## src/rtl/ctrl_decode_rv32m.sv

```systemverilog
// ctrl_decode_rv32m
//   RV32I/RV32M decoder for the instruction in ID, registered into the ID/EX
//   control register. A 6-bit occupancy counter holds that register while a
//   multi-cycle MUL/DIV is in EX and reports it on MulDivBusy.
// Ports
//   clk, rst        : clock, asynchronous active-high reset
//   InstrD, ValidD  : instruction in ID and its valid qualifier
//   StallE, FlushE  : hold / clear of the EX register from the hazard unit
//   JalD, JalrD     : combinational early-redirect flags
//   *E outputs      : registered control fields for EX
//   MulDivBusy      : EX is held by an in-flight multiply/divide
module ctrl_decode_rv32m #(
    parameter int M_EXT       = 1,
    parameter int MUL_LATENCY = 2,
    parameter int DIV_LATENCY = 33,
    parameter int ALU_W       = 5
) (
    input  logic             clk,
    input  logic             rst,
    input  logic [31:0]      InstrD,
    input  logic             ValidD,
    input  logic             StallE,
    input  logic             FlushE,
    output logic             JalD,
    output logic             JalrD,
    output logic             ValidE,
    output logic             IllegalE,
    output logic [2:0]       RegWriteE,
    output logic             MemToRegE,
    output logic [3:0]       MemWriteE,
    output logic             LoadNpcE,
    output logic [1:0]       RegReadE,
    output logic [2:0]       BranchTypeE,
    output logic [ALU_W-1:0] AluContrlE,
    output logic             AluSrc1E,
    output logic [1:0]       AluSrc2E,
    output logic [2:0]       ImmTypeE,
    output logic             JalE,
    output logic             JalrE,
    output logic             MulDivBusy
);
    localparam logic [6:0] OP_LUI = 7'b0110111, OP_AUIPC = 7'b0010111,
                           OP_JAL = 7'b1101111, OP_JALR  = 7'b1100111,
                           OP_BR  = 7'b1100011, OP_LD    = 7'b0000011,
                           OP_ST  = 7'b0100011, OP_IMM   = 7'b0010011,
                           OP_OP  = 7'b0110011, OP_FENCE = 7'b0001111;
    localparam logic [4:0] A_SLL = 5'd0, A_SRL = 5'd1, A_SRA = 5'd2, A_ADD = 5'd3,
                           A_SUB = 5'd4, A_XOR = 5'd5, A_OR  = 5'd6, A_AND = 5'd7,
                           A_SLT = 5'd8, A_SLTU = 5'd9, A_LUI = 5'd10, A_MUL = 5'd11;
    localparam logic [2:0] IMM_I = 3'd1, IMM_S = 3'd2, IMM_B = 3'd3, IMM_U = 3'd4, IMM_J = 3'd5;
    localparam logic [5:0] MUL_CNT = 6'(MUL_LATENCY - 1);
    localparam logic [5:0] DIV_CNT = 6'(DIV_LATENCY - 1);

    typedef struct packed {
        logic             valid;
        logic             illegal;
        logic [2:0]       regwrite;
        logic             memtoreg;
        logic [3:0]       memwrite;
        logic             loadnpc;
        logic [1:0]       regread;
        logic [2:0]       branch;
        logic [ALU_W-1:0] alu;
        logic             alusrc1;
        logic [1:0]       alusrc2;
        logic [2:0]       immtype;
        logic             jal;
        logic             jalr;
    } ctrl_t;

    ctrl_t      w_dec, r_ex;
    logic [5:0] r_cnt;
    logic [6:0] w_op, w_f7;
    logic [2:0] w_f3;
    logic [4:0] w_alu, w_base;
    logic       w_ill, w_mop, w_div;
    logic       w_unused_bits;

    assign w_op          = InstrD[6:0];
    assign w_f3          = InstrD[14:12];
    assign w_f7          = InstrD[31:25];
    assign w_unused_bits = ^{InstrD[24:15], InstrD[11:7]};

    // funct3 -> ALU op shared by OP-IMM and OP with funct7 = 0
    always_comb begin
        case (w_f3)
            3'b000:  w_base = A_ADD;
            3'b001:  w_base = A_SLL;
            3'b010:  w_base = A_SLT;
            3'b011:  w_base = A_SLTU;
            3'b100:  w_base = A_XOR;
            3'b101:  w_base = A_SRL;
            3'b110:  w_base = A_OR;
            default: w_base = A_AND;
        endcase
    end

    always_comb begin
        w_dec = '0;
        w_alu = A_ADD;
        w_ill = 1'b0;
        w_mop = 1'b0;
        w_div = 1'b0;
        case (w_op)
            OP_LUI: begin
                w_dec.regwrite = 3'd3; w_alu = A_LUI;
                w_dec.alusrc2 = 2'b10; w_dec.immtype = IMM_U;
            end
            OP_AUIPC: begin
                w_dec.regwrite = 3'd3; w_dec.alusrc1 = 1'b1;
                w_dec.alusrc2 = 2'b10; w_dec.immtype = IMM_U;
            end
            OP_JAL: begin
                w_dec.regwrite = 3'd3; w_dec.loadnpc = 1'b1;
                w_dec.jal = 1'b1; w_dec.immtype = IMM_J;
            end
            OP_JALR: begin
                w_ill = (w_f3 != 3'b000);
                w_dec.regwrite = 3'd3; w_dec.loadnpc = 1'b1; w_dec.jalr = 1'b1;
                w_dec.immtype = IMM_I; w_dec.regread = 2'b10; w_dec.alusrc2 = 2'b10;
            end
            OP_BR: begin
                w_dec.immtype = IMM_B; w_dec.regread = 2'b11;
                case (w_f3)
                    3'b000:  w_dec.branch = 3'd1;
                    3'b001:  w_dec.branch = 3'd2;
                    3'b100:  w_dec.branch = 3'd3;
                    3'b110:  w_dec.branch = 3'd4;
                    3'b101:  w_dec.branch = 3'd5;
                    3'b111:  w_dec.branch = 3'd6;
                    default: w_ill = 1'b1;
                endcase
            end
            OP_LD: begin
                w_dec.memtoreg = 1'b1; w_dec.immtype = IMM_I;
                w_dec.regread = 2'b10; w_dec.alusrc2 = 2'b10;
                case (w_f3)
                    3'b000:  w_dec.regwrite = 3'd1;
                    3'b001:  w_dec.regwrite = 3'd2;
                    3'b010:  w_dec.regwrite = 3'd3;
                    3'b100:  w_dec.regwrite = 3'd4;
                    3'b101:  w_dec.regwrite = 3'd5;
                    default: w_ill = 1'b1;
                endcase
            end
            OP_ST: begin
                w_dec.immtype = IMM_S; w_dec.regread = 2'b11; w_dec.alusrc2 = 2'b10;
                case (w_f3)
                    3'b000:  w_dec.memwrite = 4'b0001;
                    3'b001:  w_dec.memwrite = 4'b0011;
                    3'b010:  w_dec.memwrite = 4'b1111;
                    default: w_ill = 1'b1;
                endcase
            end
            OP_IMM: begin
                w_dec.regwrite = 3'd3; w_dec.immtype = IMM_I; w_dec.regread = 2'b10;
                w_alu = w_base;
                if (w_f3 == 3'b001 || w_f3 == 3'b101) begin
                    // shifts take the shamt field, funct7 selects SRL/SRA
                    w_dec.alusrc2 = 2'b01;
                    if (w_f3 == 3'b101 && w_f7 == 7'b0100000) w_alu = A_SRA;
                    else if (w_f7 != 7'b0000000)              w_ill = 1'b1;
                end else begin
                    w_dec.alusrc2 = 2'b10;
                end
            end
            OP_OP: begin
                w_dec.regwrite = 3'd3; w_dec.regread = 2'b11;
                if (w_f7 == 7'b0000000)                        w_alu = w_base;
                else if (w_f7 == 7'b0100000 && w_f3 == 3'b000) w_alu = A_SUB;
                else if (w_f7 == 7'b0100000 && w_f3 == 3'b101) w_alu = A_SRA;
                else if (w_f7 == 7'b0000001 && M_EXT != 0) begin
                    // MUL..REMU are consecutive codes indexed by funct3
                    w_alu = A_MUL + {2'b00, w_f3};
                    w_mop = 1'b1;
                    w_div = w_f3[2];
                end else begin
                    w_ill = 1'b1;
                end
            end
            OP_FENCE: ;
            default: w_ill = 1'b1;
        endcase
        if (w_ill) begin
            w_dec = '0;
            w_alu = A_ADD;
            w_mop = 1'b0;
        end
        w_dec.illegal = w_ill;
        w_dec.valid   = 1'b1;
        w_dec.alu     = ALU_W'(w_alu);
        if (!ValidD) begin
            w_dec = '0;
            w_mop = 1'b0;
        end
    end

    // rst > FlushE > busy hold > StallE hold > capture
    always_ff @(posedge clk or posedge rst) begin
        if (rst) begin
            r_ex  <= '0;
            r_cnt <= 6'd0;
        end else if (FlushE) begin
            r_ex  <= '0;
            r_cnt <= 6'd0;
        end else if (r_cnt != 6'd0) begin
            r_cnt <= r_cnt - 6'd1;
        end else if (!StallE) begin
            r_ex  <= w_dec;
            r_cnt <= w_mop ? (w_div ? DIV_CNT : MUL_CNT) : 6'd0;
        end
    end

    assign JalD        = ValidD & (w_op == OP_JAL);
    assign JalrD       = ValidD & (w_op == OP_JALR);
    assign ValidE      = r_ex.valid;
    assign IllegalE    = r_ex.illegal;
    assign RegWriteE   = r_ex.regwrite;
    assign MemToRegE   = r_ex.memtoreg;
    assign MemWriteE   = r_ex.memwrite;
    assign LoadNpcE    = r_ex.loadnpc;
    assign RegReadE    = r_ex.regread;
    assign BranchTypeE = r_ex.branch;
    assign AluContrlE  = r_ex.alu;
    assign AluSrc1E    = r_ex.alusrc1;
    assign AluSrc2E    = r_ex.alusrc2;
    assign ImmTypeE    = r_ex.immtype;
    assign JalE        = r_ex.jal;
    assign JalrE       = r_ex.jalr;
    assign MulDivBusy  = (r_cnt != 6'd0);
endmodule

```

## config.mk

```make
export PLATFORM = sky130hd
export DESIGN_NAME = ctrl_decode_rv32m
export DESIGN_NICKNAME = d
export VERILOG_FILES = /design/src/rtl/ctrl_decode_rv32m.sv
export SDC_FILE = /design/constraint.sdc
export NUM_CORES = 1
export LEC_CHECK = 0
export ABC_CLOCK_PERIOD_IN_PS = 2500
export BUFFER_PORTS_ARGS = -buffer_cell sky130_fd_sc_hd__buf_2
export CORE_MARGIN = 2
export CORE_UTILIZATION = 40
export CTS_BUF_LIST = sky130_fd_sc_hd__clkbuf_4 sky130_fd_sc_hd__clkbuf_8
export CTS_CLUSTER_SIZE = 16
export DETAILED_ROUTE_END_ITERATION = 16
export GPL_TIMING_DRIVEN = 0
export PLACE_DENSITY = 0.65
export SLEW_MARGIN = 20
export SYNTH_ARGS = -nofsm -noshare
export SYNTH_HDL_FRONTEND = slang
export SYNTH_SLANG_ARGS = --single-unit
```

## constraint.sdc

```tcl
create_clock -name clk -period 2.5 [get_ports clk]
set_clock_uncertainty 0.05 [all_clocks]
set_input_delay 0.5 -clock clk [delete_from_list [all_inputs] [get_ports clk]]
set_output_delay 0.5 -clock clk [all_outputs]
set_load 0.05 [all_outputs]
```

==> impl_metrics.ini <==
[yosys]
syn-num-nets = 300
synth_area_per_cell_um2 = 8.53
synth_top_area_cell = dfrtp_1
synth_common_cells = 34 x dfrtp_1, 28 x nand2_1, 20 x nor2_1, 20 x o21ai_0, 16 x nor3_1
synth-edff-count = 0
synth_ff_type = dfrtp_1
syn_inst = 255
ys_seq_area_share_pct = 39.1
ys_types = 49
synth_area_mm2 = 0.00217
async_reset_ff_share_pct = 100
synthTopCellsByArea = dfrtp_1 39%, nand2_1 4.8%, ha_1 4.6%
ys_warn_count = 0
synth_seq_cells = 34
synth_top_cell_area_share_pct = 39.1
synth_most_common_cell = dfrtp_1

[grt]
grt_pass1_vias = 1947
grt_overflow = 0
grt_pass1_wl_um = 9470
antenna_found_initial = 0
grt.total_usage_pct = 19.7
grt_max_degree = 35

[power_and_ir_drop]
power_density_mw_per_mm2 = 608
power.total_mw = 1.61
vdd_ir_drop_max_uv = 210
p_leak_nw = 1.26

[floorplanning]
core_region_area_mm2 = 0.00517
initial_core_util_pct = 42.0
die_x_um = 77.7
row_count = 26
ios = 69
die_height_um = 77.7
dieArea_mm2 = 0.00604

[layout]
ff_latch_area_um2 = 851
synthToLayoutAreaGrowth_pct = 21.8
fill_cells = 509
n_antenna_cell = 0
final_util_pct = 51.2
nets = 356
layout-drive-gt1-share_pct = 25.6
multi_input_area_mm2 = 0.00123

[cts]
path_clk_slew_ps = 80
root_buffer = clkbuf_8
clk_latency_ps = 290
htree_levels = 2
clockBufferDepth = 2
cts_made_buffers = 5
cts.sinks = 34
cts_hold_buf = 0
cts_setup_buffers = 0
cts_tree = built

[sta]
min_period_over_period_pct = 95.9
max_clock_freq_ghz = 0.417
report.final.slew_viol_count = 0
rsz0062_at_grt = no
worst_slew_pin_slew_ps = 706
maxSlewHeadroom_pct = 52.9
setup_violations = 0
whs_ps = 268
finalHoldViolations = 0
setup_ws_ps = 102
period_needed_ps = 2400

[placement]
place_ws_ps = -281
place_congestion = 0.915
post-dp-hpwl_um = 4380
portBuffers = 49

[detailed_routing]
drtAntennaViolNets = 0
routed_wl_um = 5800
drc = 0
dr.pass1.iters = 5
vias = 2175
vias_per_cell = 5.69
routedWlPerCell_um = 15.2
drt_iter0_drc = 139

[outcome]
status = completed

[worst_hold_path]
hp-class = in2async

[job]
max_cap_violations = 0

[setup_path]
ff2ff_setup_slack_ps = 160
cp-end-kind = output pin
crit_type = in2out
startpoint = InstrD[4]
cp_data_arrival_time_ps = 1850
critPathRequiredTime_ps = 1950
crit_fanout = 10
crit_path_start_kind = input pin
r2r_end = AluSrc2E[1]$_DFFE_PP0P_
reg2reg_depth = 8
timing.rr.start = r_cnt[2]$_DFFE_PP0P_
cp-endpoint = JalD
where the power goes:
| group | internal, mW | leakage, nW | switching (mW) |
|---|---|---|---|
| combinational | 0.187 | 0.741 | 0.361 |
| sequential | 0.596 | 0.469 | 0.0355 |
| clock | 0.221 | 0.0472 | 0.211 |
layout by cell type (no fill, tap or decap), types with 7 or more instances in the layout:
| master | n |
|---|---|
| a21oi_1 | 8 |
| a22o_1 | 9 |
| a32o_1 | 8 |
| buf_2 | 50 |
| clkbuf_1 | 7 |
| dfrtp_1 | 34 |
| inv_1 | 14 |
| nand2_1 | 28 |
| nand3_1 | 8 |
| nor2_1 | 20 |
| nor3_1 | 15 |
| o21ai_0 | 19 |
worst max-delay path: stages:
cell and delay (ps):
clkbuf_1 200, nor2b_2 210, nand3_1 220, nor2_1 190, nand2_1 120, nor2_1 160, clkbuf_4 250
state kept, by name, indices dropped and copies added, names as in the netlist:
register / count
AluSrc2E: 2
r_cnt: 6
ValidE: 1
RegReadE: 2
JalE: 1
JalrE: 1
AluSrc1E: 1
ImmTypeE: 3
LoadNpcE: 1
AluContrlE: 5
BranchTypeE: 3
IllegalE: 1
RegWriteE: 3
MemToRegE: 1
MemWriteE: 3
layout make-up:
cell class,count,area share [%]
Inverter,15,2.13
Tap cell,70,3.31
Clock inverter,2,0.472
Sequential cell,34,32.1
Timing Repair Buffer,49,9.35
Buffer,17,3.07
Clock buffer,6,3.12
Multi-Input combinational cell,189,46.4
what timing repair did:
action                                  4_1_cts  5_1_grt
gates resized for setup                       1       16
endpoints found under the setup margin        6       24
pin swaps                                     0        0
metrics by stage:
stage	cell area (µm²)	cells	TNS [ps]
6_report	2650	382	0
5_1_grt	2650	382	0
3_5_place_dp	2510	374	-3860
3_3_place_gp	2510	374	-3710
2_1_floorplan	2180	255	0
4_1_cts	2610	382	0
worst min path at each step:
stage               slack, ps  cells past startpoint                         to
CTS                       300                      2  AluContrlE[4]$_DFFE_PP0P_
detailed placement        410                      2       IllegalE$_DFFE_PP0P_
global route              330                      2       r_cnt[5]$_DFFE_PP0P_
global placement          410                      2       IllegalE$_DFFE_PP0P_
finish                    270                      2  AluContrlE[2]$_DFFE_PP0P_
floorplan                 430                      1       r_cnt[0]$_DFFE_PP0P_
layer usage:
| metal | part of all wire, % | GRT usage [%] | routed length [µm] |
|---|---|---|---|
| met5 | 0 | 0 | 0 |
| met4 | 1.7 | 6.79 | 99 |
| met3 | 6.1 | 3.37 | 355 |
| met2 | 44 | 29.4 | 2570 |
| met1 | 48 | 28.7 | 2770 |
kinds of logic after synthesis:
family / count (synthesis) / synth area share, %
DFF: 34 / 39.1
AOI/OAI and AO/OA: 69 / 22.2
muxes: 1 / 0.460
xor gates and xnor gates: 4 / 1.61
and+or+nand+nor: 107 / 26.0
adders and majority gates: 8 / 4.60
buffers and inverters: 32 / 6.04
No activity file was read; power rests on OpenSTA's default activity.
